**src/rtl/qcpu_uart_fifo_if.sv**
```systemverilog
// CPU-side register/handshake bundle of the QCPU UART: frame config, FIFO push/pop and sticky flags.
interface qcpu_uart_fifo_if #(
  parameter int DATA_BITS = 8,
  parameter int DIV_W     = 16
);
  logic [DIV_W-1:0]     divisor;
  logic                 parity_en;
  logic                 parity_odd;
  logic                 two_stop;
  logic [DATA_BITS-1:0] tx_data;
  logic                 tx_wr;
  logic                 tx_full;
  logic                 tx_busy;
  logic [DATA_BITS-1:0] rx_data;
  logic                 rx_valid;
  logic                 rx_rd;
  logic                 frame_err;
  logic                 parity_err;
  logic                 overrun;
  logic                 err_clr;

  modport master (
    output divisor, parity_en, parity_odd, two_stop, tx_data, tx_wr, rx_rd, err_clr,
    input  tx_full, tx_busy, rx_data, rx_valid, frame_err, parity_err, overrun
  );

  modport slave (
    input  divisor, parity_en, parity_odd, two_stop, tx_data, tx_wr, rx_rd, err_clr,
    output tx_full, tx_busy, rx_data, rx_valid, frame_err, parity_err, overrun
  );
endinterface

```
**src/rtl/qcpu_uart_fifo.sv**
```systemverilog
// Full-duplex UART with TX/RX FIFOs, per-frame latched config, mid-bit RX sampling and sticky errors.
module qcpu_uart_fifo #(
  parameter int DATA_BITS  = 8,
  parameter int FIFO_DEPTH = 4,
  parameter int DIV_W      = 16
) (
  input  logic                   clk,
  input  logic                   rst,
  qcpu_uart_fifo_if.slave        bus,
  output logic                   TX,
  input  logic                   RX
);
  localparam int AW = $clog2(FIFO_DEPTH);
  localparam int BW = $clog2(DATA_BITS);
  localparam logic [BW-1:0] LAST_BIT = BW'(DATA_BITS - 1);

  typedef enum logic [2:0] {S_IDLE, S_START, S_DATA, S_PARITY, S_STOP} state_t;

  // ---------------- TX FIFO ----------------
  logic [DATA_BITS-1:0] tx_mem [FIFO_DEPTH];
  logic [AW:0]          tx_wp, tx_rp;
  logic                 tx_empty, tx_push, tx_pop;
  logic [DATA_BITS-1:0] tx_head;

  assign tx_empty    = (tx_wp == tx_rp);
  assign bus.tx_full = (tx_wp[AW] != tx_rp[AW]) && (tx_wp[AW-1:0] == tx_rp[AW-1:0]);
  assign tx_push     = bus.tx_wr && !bus.tx_full;
  assign tx_head     = tx_mem[tx_rp[AW-1:0]];

  always_ff @(posedge clk) begin
    if (rst) begin
      tx_wp <= '0;
      tx_rp <= '0;
    end else begin
      if (tx_push) begin
        tx_mem[tx_wp[AW-1:0]] <= bus.tx_data;
        tx_wp <= tx_wp + 1'b1;
      end
      if (tx_pop) tx_rp <= tx_rp + 1'b1;
    end
  end

  // ---------------- TX FSM ----------------
  state_t               tx_state, tx_state_n;
  logic [DIV_W-1:0]     tx_cnt, tx_div;
  logic [DATA_BITS-1:0] tx_sh;
  logic [BW-1:0]        tx_bitn;
  logic                 tx_pen, tx_two, tx_par, tx_stop2, tx_line, tx_line_n, tx_tick;

  assign tx_tick     = (tx_cnt == tx_div);
  assign TX          = tx_line;
  assign bus.tx_busy = !tx_empty || (tx_state != S_IDLE);

  // Last stop bit chains straight into the next START when the FIFO has data: no idle gap.
  always_comb begin
    tx_state_n = tx_state;
    tx_line_n  = tx_line;
    tx_pop     = 1'b0;
    case (tx_state)
      S_IDLE:
        if (!tx_empty) begin
          tx_pop = 1'b1; tx_state_n = S_START; tx_line_n = 1'b0;
        end
      S_START:
        if (tx_tick) begin
          tx_state_n = S_DATA; tx_line_n = tx_sh[0];
        end
      S_DATA:
        if (tx_tick) begin
          if (tx_bitn == LAST_BIT) begin
            tx_state_n = tx_pen ? S_PARITY : S_STOP;
            tx_line_n  = tx_pen ? tx_par : 1'b1;
          end else begin
            tx_line_n = tx_sh[1];
          end
        end
      S_PARITY:
        if (tx_tick) begin
          tx_state_n = S_STOP; tx_line_n = 1'b1;
        end
      S_STOP:
        if (tx_tick && (!tx_two || tx_stop2)) begin
          if (!tx_empty) begin
            tx_pop = 1'b1; tx_state_n = S_START; tx_line_n = 1'b0;
          end else begin
            tx_state_n = S_IDLE; tx_line_n = 1'b1;
          end
        end
      default: begin
        tx_state_n = S_IDLE; tx_line_n = 1'b1;
      end
    endcase
  end

  always_ff @(posedge clk) begin
    if (rst) begin
      tx_state <= S_IDLE;
      tx_line  <= 1'b1;
      tx_cnt   <= '0;
      tx_div   <= '0;
      tx_sh    <= '0;
      tx_bitn  <= '0;
      tx_pen   <= 1'b0;
      tx_two   <= 1'b0;
      tx_par   <= 1'b0;
      tx_stop2 <= 1'b0;
    end else begin
      tx_state <= tx_state_n;
      tx_line  <= tx_line_n;
      if (tx_pop) begin
        tx_sh    <= tx_head;
        tx_par   <= (^tx_head) ^ bus.parity_odd;
        tx_div   <= bus.divisor;
        tx_pen   <= bus.parity_en;
        tx_two   <= bus.two_stop;
        tx_cnt   <= '0;
        tx_bitn  <= '0;
        tx_stop2 <= 1'b0;
      end else if (tx_state != S_IDLE) begin
        if (tx_tick) begin
          tx_cnt <= '0;
          if (tx_state == S_DATA) begin
            tx_sh   <= tx_sh >> 1;
            tx_bitn <= tx_bitn + 1'b1;
          end
          if (tx_state == S_STOP) tx_stop2 <= 1'b1;
        end else begin
          tx_cnt <= tx_cnt + 1'b1;
        end
      end
    end
  end

  // ---------------- RX FSM ----------------
  state_t               rx_state, rx_state_n;
  logic                 rx_s1, rx_s2, rx_s3;
  logic [DIV_W-1:0]     rx_cnt, rx_div;
  logic [DATA_BITS-1:0] rx_sh;
  logic [BW-1:0]        rx_bitn;
  logic                 rx_pen, rx_podd, rx_pbit;
  logic                 rx_tick, rx_half, rx_adv, rx_fin, rx_ferr, rx_perr, rx_push_req;

  assign rx_tick     = (rx_cnt == rx_div);
  assign rx_half     = (rx_cnt == (rx_div >> 1));
  assign rx_ferr     = rx_fin && !rx_s2;
  assign rx_perr     = rx_fin && rx_pen && (rx_pbit != ((^rx_sh) ^ rx_podd));
  assign rx_push_req = rx_fin && !rx_ferr && !rx_perr;

  // IDLE arms only on a synchronised 1->0 edge, so a held-low break yields a single frame.
  always_comb begin
    rx_state_n = rx_state;
    rx_adv     = 1'b0;
    rx_fin     = 1'b0;
    case (rx_state)
      S_IDLE:   if (rx_s3 && !rx_s2) rx_state_n = S_START;
      S_START:
        if (rx_half) begin
          rx_adv = 1'b1; rx_state_n = rx_s2 ? S_IDLE : S_DATA;
        end
      S_DATA:
        if (rx_tick) begin
          rx_adv = 1'b1;
          if (rx_bitn == LAST_BIT) rx_state_n = rx_pen ? S_PARITY : S_STOP;
        end
      S_PARITY:
        if (rx_tick) begin
          rx_adv = 1'b1; rx_state_n = S_STOP;
        end
      S_STOP:
        if (rx_tick) begin
          rx_adv = 1'b1; rx_fin = 1'b1; rx_state_n = S_IDLE;
        end
      default: rx_state_n = S_IDLE;
    endcase
  end

  always_ff @(posedge clk) begin
    if (rst) begin
      rx_s1    <= 1'b1;
      rx_s2    <= 1'b1;
      rx_s3    <= 1'b1;
      rx_state <= S_IDLE;
      rx_cnt   <= '0;
      rx_div   <= '0;
      rx_sh    <= '0;
      rx_bitn  <= '0;
      rx_pen   <= 1'b0;
      rx_podd  <= 1'b0;
      rx_pbit  <= 1'b0;
    end else begin
      rx_s1    <= RX;
      rx_s2    <= rx_s1;
      rx_s3    <= rx_s2;
      rx_state <= rx_state_n;
      rx_cnt   <= (rx_state == S_IDLE || rx_adv) ? '0 : rx_cnt + 1'b1;
      if (rx_state == S_IDLE && rx_state_n == S_START) begin
        rx_div  <= bus.divisor;
        rx_pen  <= bus.parity_en;
        rx_podd <= bus.parity_odd;
        rx_bitn <= '0;
      end
      if (rx_state == S_DATA && rx_tick) begin
        rx_sh   <= {rx_s2, rx_sh[DATA_BITS-1:1]};
        rx_bitn <= rx_bitn + 1'b1;
      end
      if (rx_state == S_PARITY && rx_tick) rx_pbit <= rx_s2;
    end
  end

  // ---------------- RX FIFO and sticky flags ----------------
  logic [DATA_BITS-1:0] rx_mem [FIFO_DEPTH];
  logic [AW:0]          rx_wp, rx_rp;
  logic                 rx_empty, rx_full, rx_pop, rx_store;

  assign rx_empty     = (rx_wp == rx_rp);
  assign rx_full      = (rx_wp[AW] != rx_rp[AW]) && (rx_wp[AW-1:0] == rx_rp[AW-1:0]);
  assign rx_pop       = bus.rx_rd && !rx_empty;
  assign rx_store     = rx_push_req && (!rx_full || rx_pop);
  assign bus.rx_valid = !rx_empty;
  assign bus.rx_data  = rx_empty ? '0 : rx_mem[rx_rp[AW-1:0]];

  always_ff @(posedge clk) begin
    if (rst) begin
      rx_wp          <= '0;
      rx_rp          <= '0;
      bus.frame_err  <= 1'b0;
      bus.parity_err <= 1'b0;
      bus.overrun    <= 1'b0;
    end else begin
      if (rx_store) begin
        rx_mem[rx_wp[AW-1:0]] <= rx_sh;
        rx_wp <= rx_wp + 1'b1;
      end
      if (rx_pop) rx_rp <= rx_rp + 1'b1;
      bus.frame_err  <= (bus.frame_err  && !bus.err_clr) || rx_ferr;
      bus.parity_err <= (bus.parity_err && !bus.err_clr) || rx_perr;
      bus.overrun    <= (bus.overrun    && !bus.err_clr) || (rx_push_req && rx_full && !rx_pop);
    end
  end
endmodule
```
**src/flat_wrapper.sv**
```systemverilog
// flat-port wrapper written by rule: the top's interface ports become plain ports
module qcpu_uart_fifo_flat 
#(
  parameter int DATA_BITS  = 8,
  parameter int FIFO_DEPTH = 4,
  parameter int DIV_W      = 16
)
  (clk, rst, TX, RX, bus_divisor, bus_parity_en, bus_parity_odd, bus_two_stop, bus_tx_data, bus_tx_wr, bus_rx_rd, bus_err_clr, bus_tx_full, bus_tx_busy, bus_rx_data, bus_rx_valid, bus_frame_err, bus_parity_err, bus_overrun);
  qcpu_uart_fifo_if #(.DATA_BITS(DATA_BITS), .DIV_W(DIV_W)) bus_i ();
  input  logic clk;
  input  logic rst;
  output logic TX;
  input  logic RX;
  input wire logic [$bits(bus_i.divisor)-1:0] bus_divisor;
  input wire logic [$bits(bus_i.parity_en)-1:0] bus_parity_en;
  input wire logic [$bits(bus_i.parity_odd)-1:0] bus_parity_odd;
  input wire logic [$bits(bus_i.two_stop)-1:0] bus_two_stop;
  input wire logic [$bits(bus_i.tx_data)-1:0] bus_tx_data;
  input wire logic [$bits(bus_i.tx_wr)-1:0] bus_tx_wr;
  input wire logic [$bits(bus_i.rx_rd)-1:0] bus_rx_rd;
  input wire logic [$bits(bus_i.err_clr)-1:0] bus_err_clr;
  output wire logic [$bits(bus_i.tx_full)-1:0] bus_tx_full;
  output wire logic [$bits(bus_i.tx_busy)-1:0] bus_tx_busy;
  output wire logic [$bits(bus_i.rx_data)-1:0] bus_rx_data;
  output wire logic [$bits(bus_i.rx_valid)-1:0] bus_rx_valid;
  output wire logic [$bits(bus_i.frame_err)-1:0] bus_frame_err;
  output wire logic [$bits(bus_i.parity_err)-1:0] bus_parity_err;
  output wire logic [$bits(bus_i.overrun)-1:0] bus_overrun;
  assign bus_i.divisor = bus_divisor;
  assign bus_i.parity_en = bus_parity_en;
  assign bus_i.parity_odd = bus_parity_odd;
  assign bus_i.two_stop = bus_two_stop;
  assign bus_i.tx_data = bus_tx_data;
  assign bus_i.tx_wr = bus_tx_wr;
  assign bus_i.rx_rd = bus_rx_rd;
  assign bus_i.err_clr = bus_err_clr;
  assign bus_tx_full = bus_i.tx_full;
  assign bus_tx_busy = bus_i.tx_busy;
  assign bus_rx_data = bus_i.rx_data;
  assign bus_rx_valid = bus_i.rx_valid;
  assign bus_frame_err = bus_i.frame_err;
  assign bus_parity_err = bus_i.parity_err;
  assign bus_overrun = bus_i.overrun;
  qcpu_uart_fifo #(.DATA_BITS(DATA_BITS), .FIFO_DEPTH(FIFO_DEPTH), .DIV_W(DIV_W)) u_core (.clk(clk), .rst(rst), .bus(bus_i), .TX(TX), .RX(RX));
endmodule
```
**config.mk**
```make
export PLATFORM = sky130hd
export DESIGN_NAME = qcpu_uart_fifo_flat
export DESIGN_NICKNAME = d
export VERILOG_FILES = /design/src/rtl/qcpu_uart_fifo_if.sv /design/src/rtl/qcpu_uart_fifo.sv /design/src/flat_wrapper.sv
export SDC_FILE = /design/constraint.sdc
export NUM_CORES = 1
export LEC_CHECK = 0
export CORE_AREA = 2 2 181 139
export DETAILED_ROUTE_END_ITERATION = 7
export DIE_AREA = 0 0 183 141
export GPL_ROUTABILITY_DRIVEN = 1
export HOLD_SLACK_MARGIN = 0.15
export PLACE_DENSITY_LB_ADDON = 0.3
export SYNTH_ARGS = -nofsm -noshare
export SYNTH_HDL_FRONTEND = slang
export SYNTH_SLANG_ARGS = --single-unit
export TNS_END_PERCENT = 50
```
**constraint.sdc**
```tcl
create_clock -name clk -period 2.8 [get_ports clk]
set_input_delay 0.7 -clock clk [delete_from_list [all_inputs] [get_ports clk]]
set_output_delay 0.7 -clock clk [all_outputs]
set_load 0.05 [all_outputs]
```
==> results of run 1 <==
[critical path: stages, from the launching register on]
cell and delay [ns]:
dfxtp_1 0.43, xnor2_1 0.12, nand3_1 0.14, clkdlybuf4s50_1 0.81
[layout make-up]
class	count	area, um^2	area share
Tap cell	312	390	0.0401
Inverter	15	56.3	0.00579
Multi-Input combinational cell	535	3630	0.373
Clock buffer	19	443	0.0455
Clock inverter	13	213	0.0219
Timing Repair Buffer	70	628	0.0646
Sequential cell	186	4370	0.449
[Yosys cell counts (4+ instances only)]
cell,instances
a21oi_1,58
a22oi_1,7
a31oi_1,5
and2_1,20
and3_1,7
buf_2,11
buf_4,4
clkbuf_1,25
dfxtp_1,122
edfxtp_1,64
ha_1,16
inv_1,15
mux2i_1,13
mux4_2,16
nand2_1,106
nand2b_1,4
nand3_1,17
nand3b_1,10
nand4_1,7
nor2_1,74
nor3_1,13
nor4_1,4
nor4_2,5
o21ai_0,4
or2_2,4
or3_1,4
xnor2_1,54
xor2_1,47
[sequential cells by signal, summed over array words and instances (netlist names), 8 cells and up, named ones only]
signal / cells
u_core.rx_mem: 32
u_core.tx_mem: 32
u_core.rx_cnt: 16
u_core.rx_div: 16
u_core.tx_cnt: 16
u_core.tx_div: 16
u_core.rx_sh: 8
u_core.tx_sh: 8
[per-stage QoR]
step                instances  hold WS, ns  power [mW]
floorplan                 780        0.389        4.85
global placement         1118        0.444        5.42
detailed placement       1118        0.455        5.43
CTS                      1150        0.465        8.12
global route             1150        0.490        8.47
finish                   1150        0.465        8.04
[power groups by stage]
stage / combinational [mW] / sequential, mW / clock, mW
CTS: 2.11 / 3.29 / 2.72
global route: 2.31 / 3.33 / 2.83
global placement: 2.08 / 3.34 / 0
floorplan: 1.60 / 3.25 / 0
finish: 2.09 / 3.28 / 2.67
detailed placement: 2.09 / 3.35 / 0
[worst min path at each step]
stage | start | to | slack, ns
3_5_place_dp | u_core.tx_two$_SDFFE_PP0P_ | u_core.tx_two$_SDFFE_PP0P_ | 0.46
3_3_place_gp | u_core.tx_par$_SDFFE_PP0P_ | u_core.tx_par$_SDFFE_PP0P_ | 0.44
4_1_cts | u_core.tx_two$_SDFFE_PP0P_ | u_core.tx_two$_SDFFE_PP0P_ | 0.46
5_1_grt | u_core.tx_div[1]$_SDFFE_PP0P_ | u_core.tx_div[1]$_SDFFE_PP0P_ | 0.49
2_1_floorplan | u_core.rx_s1$_SDFF_PP1_ | u_core.rx_s2$_SDFF_PP1_ | 0.39
6_report | u_core.TX$_SDFFE_PP1P_ | u_core.TX$_SDFFE_PP1P_ | 0.46
[logic make-up (layout without fill, tap and decap cells)]
kind of cell / count (synthesis) / count (layout)
compound gates: 89 / 89
xor+xnor: 103 / 103
flops: 186 / 186
simple gates: 296 / 296
mux: 31 / 31
fa+ha+maj: 16 / 16
buf+inv: 59 / 117
[what timing repair did]
| item | in CTS | in global routing |
|---|---|---|
| resized for setup | 1 | 0 |
| hold buffers | 0 | 0 |
| setup endpoints to repair | 2 | 0 |
[layer usage]
layer	up-vias	wire length (um)
met3	12	645
met5	-	0
li1	2773	-
met1	2597	9200
met2	94	7160
met4	0	136
==> results.json, run 1 <==
{
  "firstDrtPassIters": 4,
  "timing.fmax_mhz": 379,
  "synth_compound_area_frac": 0.0642,
  "post-cts-setup-buffers": 0,
  "worstSetupStartpointType": "flop",
  "remaining_drc_errors": 0,
  "first_global_vias": 5340,
  "rsz0062_at_grt": "no",
  "syn-num-nets": 829,
  "synthXorXnorAreaFrac": 0.113,
  "internal_power_mw": 5.57,
  "grt_overflow": 0,
  "switching_share": 0.307,
  "utilization": 0.401,
  "synth_top_area_cell": "dfxtp_1",
  "place_ws_ns": 0.226,
  "yosysTopAreaCellShare": 0.296,
  "drive_gt1_frac": 0.119,
  "worstMarginPinSlew_ns": 0.768,
  "reg2reg_from": "u_core.rx_cnt[1]$_SDFF_PP0_",
  "synth-edff-count": 64,
  "die_y_um": 141,
  "die_w_um": 183,
  "synth_top_family_by_area": "simple AND/OR/NAND/NOR gates",
  "grt_pass1_wl_um": 28100,
  "syn_avg_cell_area_um2": 10.6,
  "place_area_um2": 9070,
  "synthAdderAreaFrac": 0.0242,
  "final_cell_mix": "dfxtp_1, nand2_1, nor2_1, edfxtp_1, a21oi_1",
  "top_usage_layer": "met1",
  "port_buffers": 47,
  "seqPwrFrac": 0.409,
  "clkSinkCount": 186,
  "syn_area_um2": 8260,
  "async_reset_ff_frac": 0,
  "syn2layout_area_growth_pct": 17.7,
  "post-dp-hpwl_um": 12100,
  "core-area_um2": 24300,
  "num_vias": 5476,
  "peakVddDrop_uv": 416,
  "period_share": 0.941,
  "antenna_cells": 0,
  "final_area_um2": 9730,
  "min_period_ns": 2.64,
  "yosys_warnings": 0,
  "drv_cap": 0,
  "synth_ff_type": "dfxtp_1",
  "antenna_found_initial": 0,
  "critPathRequiredTime_ns": 2.10,
  "drt_iter0_markers": 293,
  "crit_type": "reg -> out",
  "fin_nets": 874,
  "clk_latency_ns": 0.43,
  "synth_cells": 780,
  "grt_usage": 0.139,
  "seq_area_frac_synth": 0.528,
  "r2r-end": "u_core.rx_mem[3][1]$_DFFE_PP_",
  "ys_ff_latch": 186,
  "whs_path_depth": 1,
  "clock_path_buffers": 2,
  "final_max_slew_viol_count": 0,
  "finalSetupViolCount": 0,
  "num_rows": 50,
  "synth_cell_types": 57,
  "grt_util_met3": 0.0336,
  "crit_path_start": "u_core.rx_wp[0]$_SDFFE_PP0N_",
  "switchingPower_mw": 2.47,
  "h-tree-depth": 4,
  "critPathMaxFanout": 5,
  "clk_pin_slew_ns": 0.06,
  "slew_headroom": 0.488,
  "reg2reg_slack_ns": 0.24,
  "met2_usage": 0.200,
  "yosys.area_share.simple": 0.175,
  "cts_buffers": 17,
  "power.leakage_nw": 3.62,
  "grt_max_degree": 47,
  "p_clk_frac": 0.332,
  "filler_cell_count": 2389,
  "wl_um": 17100,
  "crit_path_end_kind": "output pin",
  "fin_worst_skew_ns": 0.00976,
  "synthTopCellsByArea": "dfxtp_1, edfxtp_1, xnor2_1",
  "muxShareOfSynthArea": 0.0625,
  "cp_data_arrival_time_ns": 1.94,
  "r2r_cells": 7,
  "antenna_left": 0,
  "cts_tree": "yes",
  "endpoint": "bus_rx_valid",
  "grt_util_met1": 0.208,
  "hold_class": "reg -> reg",
  "pwr-share-comb": 0.260,
  "routabilityCongestion": 0.798,
  "wl_per_cell_um": 14.9,
  "hold_violations": 0,
  "status": "complete, no violations",
  "initial_utilization": 0.340,
  "setup_ws_ns": 0.165,
  "avgViaCountPerCell": 4.76,
  "final_common_cell": "dfxtp_1",
  "setup_tns_ns": 0,
  "p_per_area_nw_per_um2": 826,
  "cts_root_buf": "clkbuf_16",
  "io_pins": 48,
  "die_area_um2": 25800
}
Power figures use the tool's default switching activity.
==> inputs of run 2 (changes only) <==
--- a/config.mk
+++ b/config.mk
@@ -5,9 +5,9 @@
 export SDC_FILE = /design/constraint.sdc
 export NUM_CORES = 1
 export LEC_CHECK = 0
-export CORE_AREA = 2 2 181 139
+export CORE_AREA = 2 2 146 113
 export DETAILED_ROUTE_END_ITERATION = 7
-export DIE_AREA = 0 0 183 141
+export DIE_AREA = 0 0 148 115
 export GPL_ROUTABILITY_DRIVEN = 1
 export HOLD_SLACK_MARGIN = 0.15
 export PLACE_DENSITY_LB_ADDON = 0.3
==> run 2 against run 1 <==
  * Worst hold slack got worse by 0.047 ns
  * First-iteration DRC count increased by 56%
  * Register-to-register slack about the same
  * Flip-flop and latch count unchanged
  * Critical path type unchanged
  * Clock power decreased by 15%
  * Combinational power decreased by 2%
  * Global-route usage increased by 5.9 points
  * Fmax decreased by 1.8%
==> results.json, run 2 (synthesis gave the netlist of run 1 again) <==
{
  "antenna_left": 0,
  "syn2layout_area_growth_pct": 14.3,
  "min_period_ns": 2.68,
  "num_rows": 40,
  "cp_data_arrival_time_ns": 1.98,
  "core-area_um2": 15600,
  "initial_utilization": 0.529,
  "remaining_drc_errors": 0,
  "filler_cell_count": 1315,
  "final_common_cell": "dfxtp_1",
  "io_pins": 48,
  "num_vias": 5543,
  "crit_path_end_kind": "output pin",
  "wl_um": 16300,
  "port_buffers": 47,
  "clock_path_buffers": 2,
  "first_global_vias": 5416,
  "crit_type": "reg -> out",
  "timing.fmax_mhz": 373,
  "grt_max_degree": 54,
  "fin_nets": 863,
  "critPathMaxFanout": 5,
  "ctsHoldBuffers": 0,
  "antenna_found_initial": 0,
  "grt_overflow": 0,
  "slew_headroom": 0.414,
  "h-tree-depth": 4,
  "grt_usage": 0.199,
  "status": "complete, no violations",
  "clk_latency_ns": 0.43,
  "cts_root_buf": "clkbuf_16",
  "p_per_area_nw_per_um2": 804,
  "clkSinkCount": 186,
  "drive_gt1_frac": 0.111,
  "power.leakage_nw": 3.51,
  "die_area_um2": 17000,
  "cts_tree": "yes",
  "critPathRequiredTime_ns": 2.10,
  "period_share": 0.959,
  "path_cells": "xnor2_1 -> nand3_1 -> clkdlybuf4s50_1",
  "post-dp-hpwl_um": 11600,
  "peakVddDrop_uv": 507,
  "final_max_slew_viol_count": 0,
  "hold_class": "reg -> reg",
  "post-cts-setup-buffers": 0,
  "grt_pass1_wl_um": 26700,
  "finalSetupViolCount": 0,
  "routabilityCongestion": 0.874,
  "firstDrtPassIters": 5,
  "drv_cap": 0,
  "die_y_um": 115,
  "dpl.cell_count": 1005,
  "cts_buffers": 17,
  "die_w_um": 148,
  "critPathSlowestCell": "clkdlybuf4s50_1",
  "clk_pin_slew_ns": 0.07,
  "drt_iter0_markers": 458,
  "hold_violations": 0,
  "antenna_cells": 0,
  "worstMarginPinSlew_ns": 0.876,
  "fin_worst_skew_ns": 0.0118,
  "worstSetupStartpointType": "flop",
  "final_cell_mix": "dfxtp_1, nand2_1, nor2_1, edfxtp_1, a21oi_1",
  "timing.hold.ws_ns": 0.418,
  "wl_per_cell_um": 15.7,
  "slowest_delay_ns": 0.82,
  "avgViaCountPerCell": 5.35,
  "instances_no_fill": 1037
}
run 2: changes by cell type in the layout (fill, tap and decap cells not counted), moves of 3 or more:
cell        before  now
buf_4           33   19
clkinvlp_4       0    5
bufinv_16        5    1
and2_1          20   17
and2_2           0    3
run 2: worst max-delay path: cells and delay by family, from the launching register on:
family,cells,cell delay [ns]
XOR/XNOR,1,0.14
buffers and inverters,1,0.82
flip-flops,1,0.45
AND/OR/NAND/NOR,1,0.16
run 2: report_power, final:
part / total (mW) / switching, mW / internal (mW)
Combinational: 2.04 / 1.17 / 0.874
Clock: 2.26 / 1.01 / 1.25
Sequential: 3.29 / 0.239 / 3.05
Total: 7.59 / 2.41 / 5.17
run 2: routing by layer:
| layer | vias up | routed length [um] | GRT usage |
|---|---|---|---|
| met5 | - | 0 | 0 |
| met4 | 0 | 204 | 0.0565 |
| met3 | 19 | 575 | 0.0516 |
| met2 | 93 | 7570 | 0.314 |
| met1 | 2675 | 7980 | 0.274 |
| li1 | 2756 | - | - |
run 2: per-stage QoR:
stage | power, mW | TNS [ns] | instance area, um^2 | utilization | setup WS [ns]
detailed placement | 5.37 | 0 | 8870 | 0.568 | 0.242
CTS | 7.63 | 0 | 9430 | 0.604 | 0.00819
global route | 7.97 | -0.0887 | 9440 | 0.605 | -0.0118
finish | 7.59 | 0 | 9440 | 0.605 | 0.116
global placement | 5.29 | 0 | 8870 | 0.568 | 0.323
floorplan | 4.85 | 0 | 8260 | - | 0.397
run 2: layout make-up:
cell class              count  area (um^2)  area share
flip-flops and latches    186         4370       0.462
multi-input cells         535         3640       0.386
repair buffers             59          557      0.0590
clock buffers              19          443      0.0469
well taps                 210          263      0.0278
clock inverters            13          118      0.0125
inverters                  15         56.3     0.00596
run 2: final timing paths:
check                                             startpoint                       endpoint  slack, ns  depth (start not counted)
worst max-delay path            u_core.rx_wp[0]$_SDFFE_PP0N_                   bus_rx_valid       0.12                          3
worst min-delay path                 u_core.rx_s1$_SDFF_PP1_        u_core.rx_s2$_SDFF_PP1_       0.42                          1
worst max register to register  u_core.rx_sh[3]$_SDFFE_PP0P_  u_core.rx_mem[2][6]$_DFFE_PP_       0.25                          6
worst min register to register       u_core.rx_s1$_SDFF_PP1_        u_core.rx_s2$_SDFF_PP1_       0.42                          1
run 2: what timing repair did:
| action | CTS | global route |
|---|---|---|
| endpoints found under the setup margin | 1 | 23 |
| hold endpoints to repair | 0 | 0 |
| resized for setup | 1 | 5 |
==> inputs of run 3 (changes only) <==
--- a/config.mk
+++ b/config.mk
@@ -8,9 +8,11 @@
 export CORE_AREA = 2 2 146 113
 export DETAILED_ROUTE_END_ITERATION = 7
 export DIE_AREA = 0 0 148 115
+export DONT_BUFFER_PORTS = 1
 export GPL_ROUTABILITY_DRIVEN = 1
 export HOLD_SLACK_MARGIN = 0.15
 export PLACE_DENSITY_LB_ADDON = 0.3
+export SKIP_LAST_GASP = 1
 export SYNTH_ARGS = -nofsm -noshare
 export SYNTH_HDL_FRONTEND = slang
 export SYNTH_SLANG_ARGS = --single-unit
==> run 3 against run 2 <==
  * Cell count is 4.7% lower
  * Sequential power about the same
  * Clock-buffer cell count decreased by 2
  * Via count is 2.1% lower
  * Setup slack worse by 0.037 ns
  * Core utilization fell by 3.1 points
  * Register-to-register slack improved by 0.05 ns
  * Largest cell class unchanged
==> results.json, run 3 (synthesis gave the netlist of run 1 again) <==
{
  "antenna_left": 0,
  "die_y_um": 115,
  "wl_um": 16000,
  "drv_cap": 0,
  "post-cts-setup-buffers": 0,
  "first_global_vias": 5279,
  "routabilityCongestion": 0.864,
  "power.leakage_nw": 3.29,
  "final_max_slew_viol_count": 0,
  "power_mw": 7.46,
  "reg2reg_from": "u_core.rx_cnt[9]$_SDFF_PP0_",
  "crit_type": "reg -> out",
  "finalSetupViolCount": 0,
  "antenna_cells": 0,
  "rsz0062_at_grt": "yes",
  "hp-start": "rst",
  "clk_pin_slew_ns": 0.07,
  "critPathRequiredTime_ns": 2.10,
  "num_vias": 5427,
  "fin_worst_skew_ns": 0.00820,
  "num_rows": 40,
  "die_area_um2": 17000,
  "crit_path_end_kind": "output pin",
  "hold_class": "in -> reg",
  "reg2reg_slack_ns": 0.30,
  "min_period_ns": 2.72,
  "final_common_cell": "dfxtp_1",
  "port_buffers": 0,
  "slowest_delay_ns": 0.65,
  "firstDrtPassIters": 6,
  "cp_data_arrival_time_ns": 2.02,
  "fin_nets": 814,
  "clk_latency_ns": 0.44,
  "cts_root_buf": "clkbuf_16",
  "drt_iter0_markers": 424,
  "grt_pass1_wl_um": 26700,
  "setup_tns_ns": 0,
  "io_pins": 48,
  "p_per_area_nw_per_um2": 832,
  "worstMarginPinSlew_ns": 0.652,
  "path_cells": "mux4_2 -> and2_1",
  "remaining_drc_errors": 0,
  "status": "complete, no violations",
  "grt_usage": 0.200,
  "ctsHoldBuffers": 0,
  "crit_buf_inv": 0,
  "avgViaCountPerCell": 5.49,
  "clkSinkCount": 186,
  "final_cell_mix": "dfxtp_1, nand2_1, nor2_1, edfxtp_1, a21oi_1",
  "critPathSlowestCell": "dfxtp_1",
  "wl_per_cell_um": 16.2,
  "syn2layout_area_growth_pct": 8.45,
  "slew_headroom": 0.565,
  "grt_max_degree": 96,
  "drive_gt1_frac": 0.0977,
  "critPathMaxFanout": 8,
  "cts_buffers": 17,
  "cts_tree": "yes",
  "initial_utilization": 0.529,
  "antenna_found_initial": 0,
  "post-dp-hpwl_um": 11200,
  "core-area_um2": 15600,
  "die_w_um": 148,
  "cp_top_family": "flip-flops",
  "peakVddDrop_uv": 526,
  "h-tree-depth": 4,
  "grt_overflow": 0,
  "place_ws_ns": 0.168,
  "worstSetupStartpointType": "flop",
  "setup_ws_ns": 0.0787,
  "clock_path_buffers": 2,
  "period_share": 0.972,
  "hold_violations": 0,
  "timing.fmax_mhz": 367,
  "cts_resized": 0
}
==> run 3: changes by cell type in the layout (fill, tap and decap cells not counted), moves of 2 or more <==
cell / before / now
clkinvlp_4: 5 / 3
and2_1: 17 / 20
and2_2: 3 / 0
clkinv_4: 1 / 3
buf_4: 19 / 10
clkdlybuf4s50_1: 36 / 0
buf_12: 2 / 0
==> run 3: final timing paths <==
kind,end,cells after the start
min reg2reg,u_core.rx_s2$_SDFF_PP1_,1
min,u_core.bus.overrun$_SDFF_PP0_,1
max,bus_rx_data[3],2
max reg2reg,u_core.rx_mem[0][5]$_DFFE_PP_,6
==> run 3: metal layers <==
metal | routed length [um] | up-vias | share of wire | track usage
li1 | - | 2658 | - | -
met1 | 7610 | 2631 | 0.48 | 0.279
met2 | 7460 | 115 | 0.47 | 0.315
met3 | 669 | 23 | 0.042 | 0.0440
met4 | 240 | 0 | 0.015 | 0.0629
met5 | 0 | - | 0 | 0
==> run 3: through the flow <==
step                hold WS (ns)  instances  instance area, um^2  utilization
finish                     0.329        988                 8960        0.574
global route               0.321        988                 8960        0.574
CTS                        0.320        988                 8950        0.573
detailed placement         0.395        956                 8390        0.537
global placement           0.397        956                 8390        0.537
floorplan                  0.389        780                 8260            -
==> run 3: layout make-up <==
class,instances,area [um^2]
clock inverters,15,139
flip-flops and latches,186,4360
inverters,15,56.3
repair buffers,10,75.1
multi-input cells,535,3640
well taps,210,263
fillers,1315,6650
clock buffers,17,425
==> run 3: where the power goes <==
part	switching, mW	leakage [nW]	internal (mW)	total (mW)
Sequential	0.250	1.58	3.05	3.30
Clock	1.05	0.270	1.24	2.29
Combinational	1.09	1.44	0.789	1.88
Total	2.39	3.29	5.07	7.46
